## src/rtl/pc_stack_pkg.sv

```systemverilog
// rtl/pc_stack_pkg.sv - shared defaults, action encoding and helpers for pc_stack
package pc_stack_pkg;

  localparam int unsigned PC_W_DEFAULT      = 16;
  localparam int unsigned DEPTH_DEFAULT     = 4;
  localparam int unsigned RESET_VEC_DEFAULT = 0;

  // One action per edge, highest priority first:
  //   clr > call > ret > load > inc > hold
  // Lower-priority requests in the same cycle are dropped silently.
  typedef enum logic [2:0] {
    ACT_HOLD = 3'd0,
    ACT_INC  = 3'd1,
    ACT_LOAD = 3'd2,
    ACT_RET  = 3'd3,
    ACT_CALL = 3'd4,
    ACT_CLR  = 3'd5
  } pc_act_e;

  // Bits needed to hold values 0..n-1 (minimum 1 so a 1-entry stack still has a depth bit).
  function automatic int clog2(input int n);
    int r;
    r = 0;
    for (int i = 0; i < 31; i++) begin
      if ((1 << i) < n) r = i + 1;
    end
    if (r == 0) r = 1;
    return r;
  endfunction

  // Resolve the simultaneous request lines into the single action taken this edge.
  function automatic pc_act_e pick_action(input logic clr, input logic call,
                                          input logic ret, input logic load,
                                          input logic inc);
    pc_act_e a;
    if (clr)       a = ACT_CLR;
    else if (call) a = ACT_CALL;
    else if (ret)  a = ACT_RET;
    else if (load) a = ACT_LOAD;
    else if (inc)  a = ACT_INC;
    else           a = ACT_HOLD;
    return a;
  endfunction

endpackage

```

## src/rtl/pc_stack_if.sv

```systemverilog
// rtl/pc_stack_if.sv - decoder-to-PC control and status bundle
interface pc_stack_if
  import pc_stack_pkg::*;
#(
  parameter int W     = 16,
  parameter int DEPTH = 4
) ();

  localparam int DW = clog2(DEPTH + 1);

  logic          clr;
  logic          load;
  logic          inc;
  logic          call;
  logic          ret;
  logic          clr_err;
  logic [W-1:0]  in;
  logic [W-1:0]  out;
  logic [DW-1:0] depth;
  logic          empty;
  logic          full;
  logic          ovf;
  logic          unf;

  // Decoder side: issues requests, observes PC and stack status.
  modport master (
    output clr, load, inc, call, ret, clr_err, in,
    input  out, depth, empty, full, ovf, unf
  );

  // PC side: consumes requests, reports PC and stack status.
  modport slave (
    input  clr, load, inc, call, ret, clr_err, in,
    output out, depth, empty, full, ovf, unf
  );

endinterface

```

## src/rtl/pc_stack_ret_stack.sv

```systemverilog
// rtl/pc_stack_ret_stack.sv - return-address LIFO with depth/full/empty status
module ret_stack
  import pc_stack_pkg::*;
#(
  parameter int W     = 16,
  parameter int DEPTH = 4,
  localparam int DW   = clog2(DEPTH + 1)
) (
  input  logic          clk,
  input  logic          rst_n,
  input  logic          flush,
  input  logic          push,
  input  logic          pop,
  input  logic [W-1:0]  push_data,
  output logic [W-1:0]  top_data,
  output logic [DW-1:0] depth,
  output logic          full,
  output logic          empty
);

  logic [DW-1:0] depth_q, depth_d;
  logic [W-1:0]  mem_q [DEPTH];
  logic [W-1:0]  mem_d [DEPTH];
  logic          push_ok;
  logic          pop_ok;

  assign full  = (depth_q == DW'(DEPTH));
  assign empty = (depth_q == '0);
  assign depth = depth_q;

  // Accept only legal operations; push wins if both arrive (the top never issues both).
  assign push_ok = push && !full && !flush;
  assign pop_ok  = pop && !empty && !flush && !push;

  // Top-of-stack read as a scan so non-power-of-2 depths need no out-of-range index.
  always_comb begin
    top_data = '0;
    for (int i = 0; i < DEPTH; i++) begin
      if (int'(depth_q) == i + 1) top_data = mem_q[i];
    end
  end

  // Next depth and next storage contents.
  always_comb begin
    depth_d = depth_q;
    mem_d   = mem_q;
    if (flush) begin
      depth_d = '0;
    end else if (push_ok) begin
      depth_d = depth_q + DW'(1);
      for (int i = 0; i < DEPTH; i++) begin
        if (int'(depth_q) == i) mem_d[i] = push_data;
      end
    end else if (pop_ok) begin
      depth_d = depth_q - DW'(1);
    end
  end

  // Depth register; reset empties the stack.
  always_ff @(posedge clk or negedge rst_n) begin
    if (!rst_n) depth_q <= '0;
    else        depth_q <= depth_d;
  end

  // Storage contents carry no reset; they are meaningless until pushed.
  always_ff @(posedge clk) begin
    mem_q <= mem_d;
  end

endmodule

```

## src/rtl/pc_stack.sv

```systemverilog
// rtl/pc_stack.sv - program counter with hardware call/return stack and sticky error flags
module pc_stack
  import pc_stack_pkg::*;
#(
  parameter int W               = 16,
  parameter int DEPTH           = 4,
  parameter logic [W-1:0] RESET_VEC = W'(RESET_VEC_DEFAULT)
) (
  input  logic     clk,
  input  logic     reset,
  pc_stack_if.slave bus
);

  localparam int DW = clog2(DEPTH + 1);

  pc_act_e       act;
  logic [W-1:0]  out_q, out_d;
  logic          ovf_q, ovf_d;
  logic          unf_q, unf_d;
  logic [W-1:0]  ret_addr;
  logic [W-1:0]  top_data;
  logic [DW-1:0] stk_depth;
  logic          stk_full;
  logic          stk_empty;
  logic          push;
  logic          pop;
  logic          flush;

  // Single action for this edge from the prioritised request lines.
  always_comb begin
    act = pick_action(bus.clr, bus.call, bus.ret, bus.load, bus.inc);
  end

  assign ret_addr = out_q + W'(1);
  assign flush    = (act == ACT_CLR);
  assign push     = (act == ACT_CALL) && !stk_full;
  assign pop      = (act == ACT_RET) && !stk_empty;

  ret_stack #(
    .W     (W),
    .DEPTH (DEPTH)
  ) u_ret_stack (
    .clk       (clk),
    .rst_n     (reset),
    .flush     (flush),
    .push      (push),
    .pop       (pop),
    .push_data (ret_addr),
    .top_data  (top_data),
    .depth     (stk_depth),
    .full      (stk_full),
    .empty     (stk_empty)
  );

  // Next PC and sticky flags; a flag set on the same edge as clr_err stays set.
  always_comb begin
    out_d = out_q;
    ovf_d = ovf_q;
    unf_d = unf_q;
    if (bus.clr_err) begin
      ovf_d = 1'b0;
      unf_d = 1'b0;
    end
    unique case (act)
      ACT_CLR:  out_d = RESET_VEC;
      ACT_CALL: begin
        if (stk_full) ovf_d = 1'b1;
        else          out_d = bus.in;
      end
      ACT_RET: begin
        if (stk_empty) unf_d = 1'b1;
        else           out_d = top_data;
      end
      ACT_LOAD: out_d = bus.in;
      ACT_INC:  out_d = ret_addr;
      default:  out_d = out_q;
    endcase
  end

  // PC and flag registers with asynchronous active-low reset.
  always_ff @(posedge clk or negedge reset) begin
    if (!reset) begin
      out_q <= RESET_VEC;
      ovf_q <= 1'b0;
      unf_q <= 1'b0;
    end else begin
      out_q <= out_d;
      ovf_q <= ovf_d;
      unf_q <= unf_d;
    end
  end

  assign bus.out   = out_q;
  assign bus.depth = stk_depth;
  assign bus.empty = stk_empty;
  assign bus.full  = stk_full;
  assign bus.ovf   = ovf_q;
  assign bus.unf   = unf_q;

endmodule

```

## src/flat_wrapper.sv

```systemverilog
// flat-port wrapper written by rule: the top's interface ports become plain ports
module pc_stack_flat import pc_stack_pkg::*;
#(
  parameter int W               = 16,
  parameter int DEPTH           = 4,
  parameter logic [W-1:0] RESET_VEC = W'(RESET_VEC_DEFAULT)
)
  (clk, reset, bus_clr, bus_load, bus_inc, bus_call, bus_ret, bus_clr_err, bus_in, bus_out, bus_depth, bus_empty, bus_full, bus_ovf, bus_unf);
  pc_stack_if #(.W(W), .DEPTH(DEPTH)) bus_i ();
  input  logic clk;
  input  logic reset;
  input wire logic [$bits(bus_i.clr)-1:0] bus_clr;
  input wire logic [$bits(bus_i.load)-1:0] bus_load;
  input wire logic [$bits(bus_i.inc)-1:0] bus_inc;
  input wire logic [$bits(bus_i.call)-1:0] bus_call;
  input wire logic [$bits(bus_i.ret)-1:0] bus_ret;
  input wire logic [$bits(bus_i.clr_err)-1:0] bus_clr_err;
  input wire logic [$bits(bus_i.in)-1:0] bus_in;
  output wire logic [$bits(bus_i.out)-1:0] bus_out;
  output wire logic [$bits(bus_i.depth)-1:0] bus_depth;
  output wire logic [$bits(bus_i.empty)-1:0] bus_empty;
  output wire logic [$bits(bus_i.full)-1:0] bus_full;
  output wire logic [$bits(bus_i.ovf)-1:0] bus_ovf;
  output wire logic [$bits(bus_i.unf)-1:0] bus_unf;
  assign bus_i.clr = bus_clr;
  assign bus_i.load = bus_load;
  assign bus_i.inc = bus_inc;
  assign bus_i.call = bus_call;
  assign bus_i.ret = bus_ret;
  assign bus_i.clr_err = bus_clr_err;
  assign bus_i.in = bus_in;
  assign bus_out = bus_i.out;
  assign bus_depth = bus_i.depth;
  assign bus_empty = bus_i.empty;
  assign bus_full = bus_i.full;
  assign bus_ovf = bus_i.ovf;
  assign bus_unf = bus_i.unf;
  pc_stack #(.W(W), .DEPTH(DEPTH), .RESET_VEC(RESET_VEC)) u_core (.clk(clk), .reset(reset), .bus(bus_i));
endmodule
```

## config.mk

```make
export PLATFORM = sky130hd
export DESIGN_NAME = pc_stack_flat
export DESIGN_NICKNAME = d
export VERILOG_FILES = /design/src/rtl/pc_stack_pkg.sv /design/src/rtl/pc_stack_if.sv /design/src/rtl/pc_stack_ret_stack.sv /design/src/rtl/pc_stack.sv /design/src/flat_wrapper.sv
export SDC_FILE = /design/constraint.sdc
export NUM_CORES = 1
export LEC_CHECK = 0
export CORE_UTILIZATION = 40
export CTS_BUF_LIST = sky130_fd_sc_hd__clkbuf_2
export CTS_CLUSTER_SIZE = 8
export DETAILED_ROUTE_END_ITERATION = 7
export PLACE_DENSITY = 0.57
export SYNTH_ARGS = -nofsm -noshare
export SYNTH_HDL_FRONTEND = slang
export SYNTH_SLANG_ARGS = --single-unit
```

## constraint.sdc

```tcl
create_clock -name clk -period 5.6 [get_ports clk]
set_clock_uncertainty 0.2 [all_clocks]
set_input_delay 1.4 -clock clk [delete_from_list [all_inputs] [get_ports clk]]
set_output_delay 1.4 -clock clk [all_outputs]
set_load 0.02 [all_outputs]
```

* Word-level counts from Yosys, hierarchy flattened
Cells that the tools add are included.
** Storage, ports and cells
- Word-level logic and storage cells :: 65
- Bits in registers :: 85
** Operators by class
- Reduce and logical (&&, ||, !) cells :: 20
- Add/sub/neg operators :: 3
- Bitwise operators :: 1
- Mux-type cells :: 21
- Equality and inequality tests :: 12
** Operators by type and width (count)
- 2-to-1 mux 16 bit :: 6
- case mux 16 bit (5 select lines) :: 1
- 2-to-1 mux 3 bit :: 7
- == test 3 bit, second input constant :: 6
- adder 16 x 1 -> 16 bit, second input constant :: 1
- AND reduction 3 bit :: 5
- == test 3 x 2 -> 1 bit, second input constant :: 3
- logical AND 1 bit :: 7
- 2-to-1 mux 1 bit :: 7
- logical NOT 3 bit :: 2
- nonzero test 5 bit :: 1
- logical NOT 1 bit :: 4
- inequality test 2 bit, second input constant :: 2
- adder 3 x 1 -> 3 bit, second input constant :: 1
- == test 3 x 1 -> 1 bit, second input constant :: 1
- nonzero test 3 bit :: 1
- subtractor 3 x 1 -> 3 bit, second input constant :: 1
- inverter 1 bit :: 1

* Longest topological paths before layout
Gate-level depths: netlist of run 1.
- Word-level depth :: 13
- Depth in mapped cells :: 10
- Gate-level depth less buffers :: 8

* Modules after synthesis
Synthesis of run 1 repeated with hierarchy kept, for this count alone.
** Second synthesis, totals
- Cells, all modules :: 325
- Area total of the unflattened synthesis :: 4006.3 µm²
** Modules (own cells, without submodules)
- ret_stack :: cells an instance 159, times used 1, area an instance 2643.8 µm²
- pc_stack :: cells an instance 166, times used 1, area an instance 1362.6 µm²

* Least setup slack after synthesis of run 1
No wires, ideal clock.
- Kind :: input -> register
- Start :: in bus_clr
- End :: reg u_core.u_ret_stack.mem_q[16] in the netlist's numbering, enable pin
- Stages :: 3
- Arrival :: 3.320 ns
- Data required time :: 4.970 ns
- Slack :: 1.650 ns
- Path through :: buf_2 -> nand2b_1 -> nor4_1
** On the way
- Cells in the longest elaborated chain, start to end :: 6
- Elaborated cells on any way between the ends :: 9
- Classes of those cells :: 2 x eq/ne; 1 x mux; 1 x bitwise; 5 x reduce/logical
** Ends and longest elaborated chain
- start: declaration :: RTL line flat_wrapper.sv:12 : input wire logic [$bits(bus_i.clr)-1:0] bus_clr;
- 2-to-1 mux 3 bit * :: RTL line pc_stack_pkg.sv:36 : if (clr) a = ACT_CLR;
- == test 3 bit :: RTL line pc_stack.sv:36 : assign push = (act == ACT_CALL) && !stk_full;
- logical AND 1 bit :: RTL line pc_stack.sv:36
- logical AND 1 bit (2 in series) :: RTL line pc_stack_ret_stack.sv:32 : assign push_ok = push && !full && !flush;
- AND reduction 3 bit (no line) *
- end signal: assignment :: RTL line pc_stack_ret_stack.sv:67 : mem_q <= mem_d;
- end: declaration :: RTL line pc_stack_ret_stack.sv:22 : logic [W-1:0] mem_q [DEPTH];
Mark *: on every way between the ends. The rest lies on a longest branch, timed or not.
A chain may end at the register's enable or synchronous reset.

* Worst setup path after layout of run 1
- Start :: reg u_core.u_ret_stack.depth_q[2], in the netlist u_core.u_ret_stack.depth[2]
- End :: out bus_full
** On the way
- Cells in the longest elaborated chain, start to end :: 1
** Ends and longest elaborated chain
- start: declaration :: RTL line pc_stack_ret_stack.sv:21 : logic [DW-1:0] depth_q, depth_d;
- start signal: assignment :: RTL line pc_stack_ret_stack.sv:62 : else depth_q <= depth_d;
- == test 3 bit :: RTL line pc_stack_ret_stack.sv:27 : assign full = (depth_q == DW'(DEPTH));
- end: declaration :: RTL line flat_wrapper.sv:22 : output wire logic [$bits(bus_i.full)-1:0] bus_full;
No other way between the ends.

==> results of run 1 <==
how the worst max path moves through the flow:
stage,from,endpoint
3_3_place_gp,bus_call,u_core.bus.out[9]$_DFFE_PN0P_
6_report,u_core.u_ret_stack.depth[2]$_DFFE_PN0P_,bus_full
4_1_cts,u_core.u_ret_stack.depth[2]$_DFFE_PN0P_,bus_full
5_1_grt,u_core.u_ret_stack.depth[2]$_DFFE_PN0P_,bus_full
3_5_place_dp,bus_call,u_core.bus.out[5]$_DFFE_PN0P_
2_1_floorplan,bus_clr,u_core.u_ret_stack.mem_q[16]$_DFFE_PP_
sequential cells by signal, indices dropped and copies added (netlist names):
name	cells
u_core.u_ret_stack.mem_q	64
u_core.bus.out	16
u_core.u_ret_stack.depth	3
u_core.bus.ovf	1
u_core.bus.unf	1
per-stage QoR:
step	total power, mW	setup slack, ns
after detailed placement	1.09	1.51
after global routing	1.41	1.21
after global placement	1.09	1.56
after CTS	1.36	1.32
final	1.35	1.36
after floorplan	0.963	1.65
cell type report:
class                   count  area (sq um)
fillers                   931          5080
flip-flops and latches     85          2450
multi-input cells         220          1480
repair buffers             54           520
well taps                 133           166
clock buffers              10          50.0
inverters                  11          41.3
clock inverters             6          40.0
placed cells by master (no fill, tap or decap), types with 3 or more instances in the layout:
| cell | n |
|---|---|
| o221ai_1 | 3 |
| nor2_1 | 30 |
| o2bb2ai_1 | 4 |
| inv_1 | 11 |
| xor2_1 | 6 |
| nand2b_1 | 5 |
| a211oi_1 | 10 |
| o22ai_1 | 3 |
| a222oi_1 | 3 |
| dfrtp_1 | 21 |
| xnor2_1 | 8 |
| a22o_1 | 7 |
| o21ai_0 | 20 |
| a22oi_1 | 6 |
| o21ai_1 | 4 |
| clkbuf_2 | 10 |
| mux2_2 | 3 |
| nor3_1 | 5 |
| nand3_1 | 6 |
| clkinvlp_4 | 3 |
| a21o_1 | 3 |
| clkdlybuf4s50_1 | 46 |
| a21oi_1 | 20 |
| edfxtp_1 | 64 |
| nand2_1 | 17 |
| mux2i_1 | 13 |
| buf_4 | 8 |
critical path, stage by stage (launching register included):
cell and delay (ns):
dfrtp_1 0.74, or3b_1 0.59, inv_1 0.15, clkdlybuf4s50_1 0.62
where the power goes:
| part | total [mW] | internal, mW | switching (mW) |
|---|---|---|---|
| clock | 0.273 | 0.0582 | 0.214 |
| sequential | 0.780 | 0.731 | 0.0487 |
| combinational | 0.296 | 0.125 | 0.171 |
| total | 1.35 | 0.914 | 0.434 |
per-layer routing:
layer / up-vias / part of all wire / global-route usage / wire (um)
met2: 81 / 0.49 / 0.356 / 5150
met1: 1450 / 0.44 / 0.286 / 4660
met3: 10 / 0.052 / 0.0298 / 542
met5: - / 0 / 0 / 0
met4: 0 / 0.013 / 0.0834 / 136
li1: 1372 / - / - / -
cells by family after synthesis:
group / Yosys count / share of synthesized area
muxes: 16 / 0.0403
and+or+nand+nor: 86 / 0.109
buffers and inverters: 34 / 0.0382
AOI/OAI and AO/OA: 102 / 0.172
adders and majority gates: 2 / 0.00800
DFF: 85 / 0.602
xor gates and xnor gates: 14 / 0.0302
==> metrics.cfg, run 1 <==
[synthesis]
ys_ff_latch=85
synth_nets=365
yosys_warnings=0
netlist_instances=339
ys_seq_area_frac=0.602
ys_async_sr_fraction=0.247
synth_top_area_share=0.473
synth_edf_count=64
synthFlopType=edfxtp_1
ys_types=58
netlist_area_sq_mm=0.00407
synth_common_cells=edfxtp_1, nor2_1, dfrtp_1
netlist_top_cells_area=edfxtp_1, dfrtp_1, mux2i_1, nor2_1, a21oi_1
syn_avg_cell_area_sq_um=12.0
yosysMostFrequentCell=edfxtp_1
synth_top_area_cell=edfxtp_1

[cells_and_area]
utilization=0.483
instances_no_fill=519
antenna_cells=0
final_cell_area_sq_mm=0.00474
area_growth_pct=16.6
nets=407
drive_gt1_frac=0.0984

[sta]
drv_slew=0
tns_ns=0
max_clock_freq_mhz=236
worst_slew_pin_slew_ns=1.06
timing.hold.ws_ns=0.352
slew_headroom=0.290
hold_violations=0
fin_crit_sh=0.757
period_needed_ns=4.24
report.final.setup_viol=0
rsz0062_at_grt=no

[clocking]
cts_root_buf=clkbuf_2
post_cts_buffers=0
clock_path_buffers=2
clock_latency_ns=0.53
htreeDepth=3
path_clk_slew_ns=0.23
cts_resized=0
cts_sinks=85
holdBufCountCts=0
cts-buffers-inserted=9
cts_tree=yes

[die]
core-area_sq_mm=0.00982
die_area_sq_mm=0.0106
initial_core_util=0.414
die_height_um=103
num_io_pins=47
fp-row-count=36
fp.dieW_um=103

[route]
ant_nets=0
drcViolationCount=0
drt-total-wl_mm=10.5
initialDrtViolationCount=181
vias=2913
dr.pass1.iters=4
vias_per_cell=5.61
wire_per_inst_um=20.2

[min_path]
min_path_cells=2
worstHoldStart=u_core.bus.ovf$_DFF_PN0_
holdPathEnd=u_core.bus.ovf$_DFF_PN0_
hp-class=flip-flop to flip-flop

[status]
status=finished, final reports clean

[worst_setup_path]
startpoint_type=flip-flop
arrival_ns=2.64
endpoint_kind=output port
rrSetupSlack_ns=2.71
ff2ff_path_depth=6
cp.required_ns=4.00
reg2reg_to=u_core.bus.out[5]$_DFFE_PN0P_
crit_fanout=17
r2r_start=u_core.u_ret_stack.depth[1]$_DFFE_PN0P_
critPathKind=flip-flop to output port

[power_and_ir_drop]
p_leak_nw=1.63
power_density_mw_per_mm2=284
peakVddDrop_mv=0.0986

[global_route]
grt.total_usage=0.215
grt_max_degree=24
grt-ovfl-total=0
antenna_found_initial=0
grt_pass1_vias=2940
grt_pass1_wl_mm=16.4

[flow_run]
maxCapViolCount=0

[placement]
placed_cell_area_sq_mm=0.00465
place.gp.congestion=0.794
io_buffer_count=46
dp_cells=503
dp_hpwl_mm=6.65

Power figures use the tool's default switching activity.
==> run 2: changes to the inputs <==
Settings changed: PLACE_DENSITY 0.57 to 0.6.
Clock period 5.6 ns to 3.7 ns, I/O delays scaled along.
==> metrics.cfg, run 2 (synthesis gave the netlist of run 1 again) <==
[die]
core-area_sq_mm=0.00982  ; unchanged
die_height_um=103  ; unchanged
num_io_pins=47  ; unchanged
initial_core_util=0.414  ; unchanged
die_area_sq_mm=0.0106  ; unchanged
fp-row-count=36  ; unchanged
fp.dieW_um=103  ; unchanged

[cells_and_area]
mostFrequentLayoutCell=edfxtp_1
seq_area_sq_mm=0.00245  ; unchanged
largest_register=u_core.u_ret_stack.mem_q
nets=414  ; +1.7%
antenna_cells=0  ; unchanged
final_cell_area_sq_mm=0.00479  ; +1.0%
area_growth_pct=17.8
instances_no_fill=526  ; +1.3%
largest_reg_flops=64  ; unchanged
multi_input_area_sq_mm=0.00148  ; unchanged
utilization=0.488  ; +0.00497
drive_gt1_frac=0.112  ; +0.0135
layout_common_cells=edfxtp_1, clkdlybuf4s50_1, nor2_1, dfrtp_1
nFillCells=933  ; +0.21%

[placement]
place.gp.congestion=0.754  ; -5.0%
placed_cell_area_sq_mm=0.00470  ; +1.1%
dp_hpwl_mm=6.69  ; +0.54%
place_ws_ns=0.445  ; -1.07 ns
io_buffer_count=46  ; unchanged
dp_cells=510  ; +1.4%

[power_and_ir_drop]
p_leak_nw=1.67  ; +2.4%
peakVddDrop_mv=0.200  ; +100%
power_density_mw_per_mm2=426  ; +50%
totalPowerFinal_mw=2.04  ; +51%

[sta]
timing.hold.ws_ns=0.355  ; +0.00268 ns
tns_ns=0  ; unchanged
rsz0062_at_grt=no
finalWorstSetupSlack_ns=0.256  ; -1.11 ns
report.final.setup_viol=0  ; unchanged
slew_headroom=0.572  ; +0.282
hold_violations=0  ; unchanged
worst_slew_pin_slew_ns=0.642  ; -0.423 ns
max_clock_freq_mhz=290
period_needed_ns=3.44
fin_crit_sh=0.931
drv_slew=0  ; unchanged

[route]
initialDrtViolationCount=140  ; -23%
vias_per_cell=5.53  ; -1.4%
drt-total-wl_mm=9.93  ; -5.3%
ant_nets=0  ; unchanged
drcViolationCount=0  ; unchanged
vias=2911  ; -0.069%
wire_per_inst_um=18.9  ; -6.6%
dr.pass1.iters=4  ; unchanged

[worst_setup_path]
arrival_ns=2.32  ; -0.32 ns
max_stage_delay_ns=0.62  ; -0.12 ns
endpoint_kind=output port
crit_fanout=11  ; -6
critPathKind=flip-flop to output port
startpoint_type=flip-flop
cp.required_ns=2.57  ; -1.43 ns
crit_chain=or3b_1, inv_1, clkdlybuf4s50_1
cp_slowest_cell=clkdlybuf4s50_1

[global_route]
grt_pass1_vias=2886  ; -1.8%
antenna_found_initial=0  ; unchanged
grt_pass1_wl_mm=16.0  ; -2.6%
grt.total_usage=0.206  ; -0.00829
grt-ovfl-total=0  ; unchanged
grt_max_degree=35  ; +46%

[clocking]
htreeDepth=3  ; unchanged
cts-buffers-inserted=9  ; unchanged
cts_tree=yes
clock_latency_ns=0.52  ; about the same
path_clk_slew_ns=0.23  ; about the same
cts_sinks=85  ; unchanged
clock_path_buffers=2  ; unchanged
post_cts_buffers=0  ; unchanged
cts_resized=0  ; unchanged
holdBufCountCts=0  ; unchanged
cts_root_buf=clkbuf_2

[status]
status=finished, final reports clean

[min_path]
hp-class=flip-flop to flip-flop

[flow_run]
maxCapViolCount=0  ; unchanged

==> run 2: changes by cell type in the layout (fill, tap and decap cells not counted) <==
cell / before / now
buf_4: 8 / 15
clkbuf_2: 10 / 9
clkinv_1: 1 / 2
clkinv_2: 1 / 2
clkinv_4: 1 / 0
clkinvlp_4: 3 / 2
inv_6: 0 / 1
==> run 2: area by class of cell <==
| class | instances | share of cell area |
|---|---|---|
| Multi-Input combinational cell | 220 | 0.308 |
| Tap cell | 133 | 0.0347 |
| Timing Repair Buffer | 61 | 0.120 |
| Inverter | 11 | 0.00862 |
| Sequential cell | 85 | 0.511 |
| Clock inverter | 7 | 0.00862 |
| Clock buffer | 9 | 0.00940 |
==> run 2: path summary, 6_finish.rpt <==
check	endpoint	slack (ns)	cells past startpoint	from
worst max register to register	u_core.bus.out[6]$_DFFE_PN0P_	1.26	6	u_core.u_ret_stack.depth[1]$_DFFE_PN0P_
max in group asynchronous	u_core.bus.out[14]$_DFFE_PN0P_	2.51	2	reset
worst max-delay path	bus_full	0.26	3	u_core.u_ret_stack.depth[0]$_DFFE_PN0P_
min in group asynchronous	u_core.bus.out[8]$_DFFE_PN0P_	0.53	2	reset
worst min register to register	u_core.bus.unf$_DFF_PN0_	0.35	2	u_core.bus.unf$_DFF_PN0_
worst min-delay path	u_core.bus.unf$_DFF_PN0_	0.35	2	u_core.bus.unf$_DFF_PN0_
==> run 2: worst max-delay path, delay by kind of cell (launching register included) <==
family | cells | cell delay [ns]
DFF | 1 | 0.49
and+or+nand+nor | 1 | 0.57
buffers and inverters | 2 | 0.75
==> run 2: per-layer routing <==
layer  GRT usage  wire length, um  vias to the layer above
li1            -                -                     1390
met1       0.285             4520                     1444
met2       0.332             4830                       70
met3      0.0339              474                        7
met4      0.0693              104                        0
met5           0                0                        -
==> run 2: power by group <==
group	internal (mW)	switching, mW	leakage (nW)
sequential	1.11	0.0509	0.868
combinational	0.197	0.277	0.747
clock	0.0838	0.323	0.0532
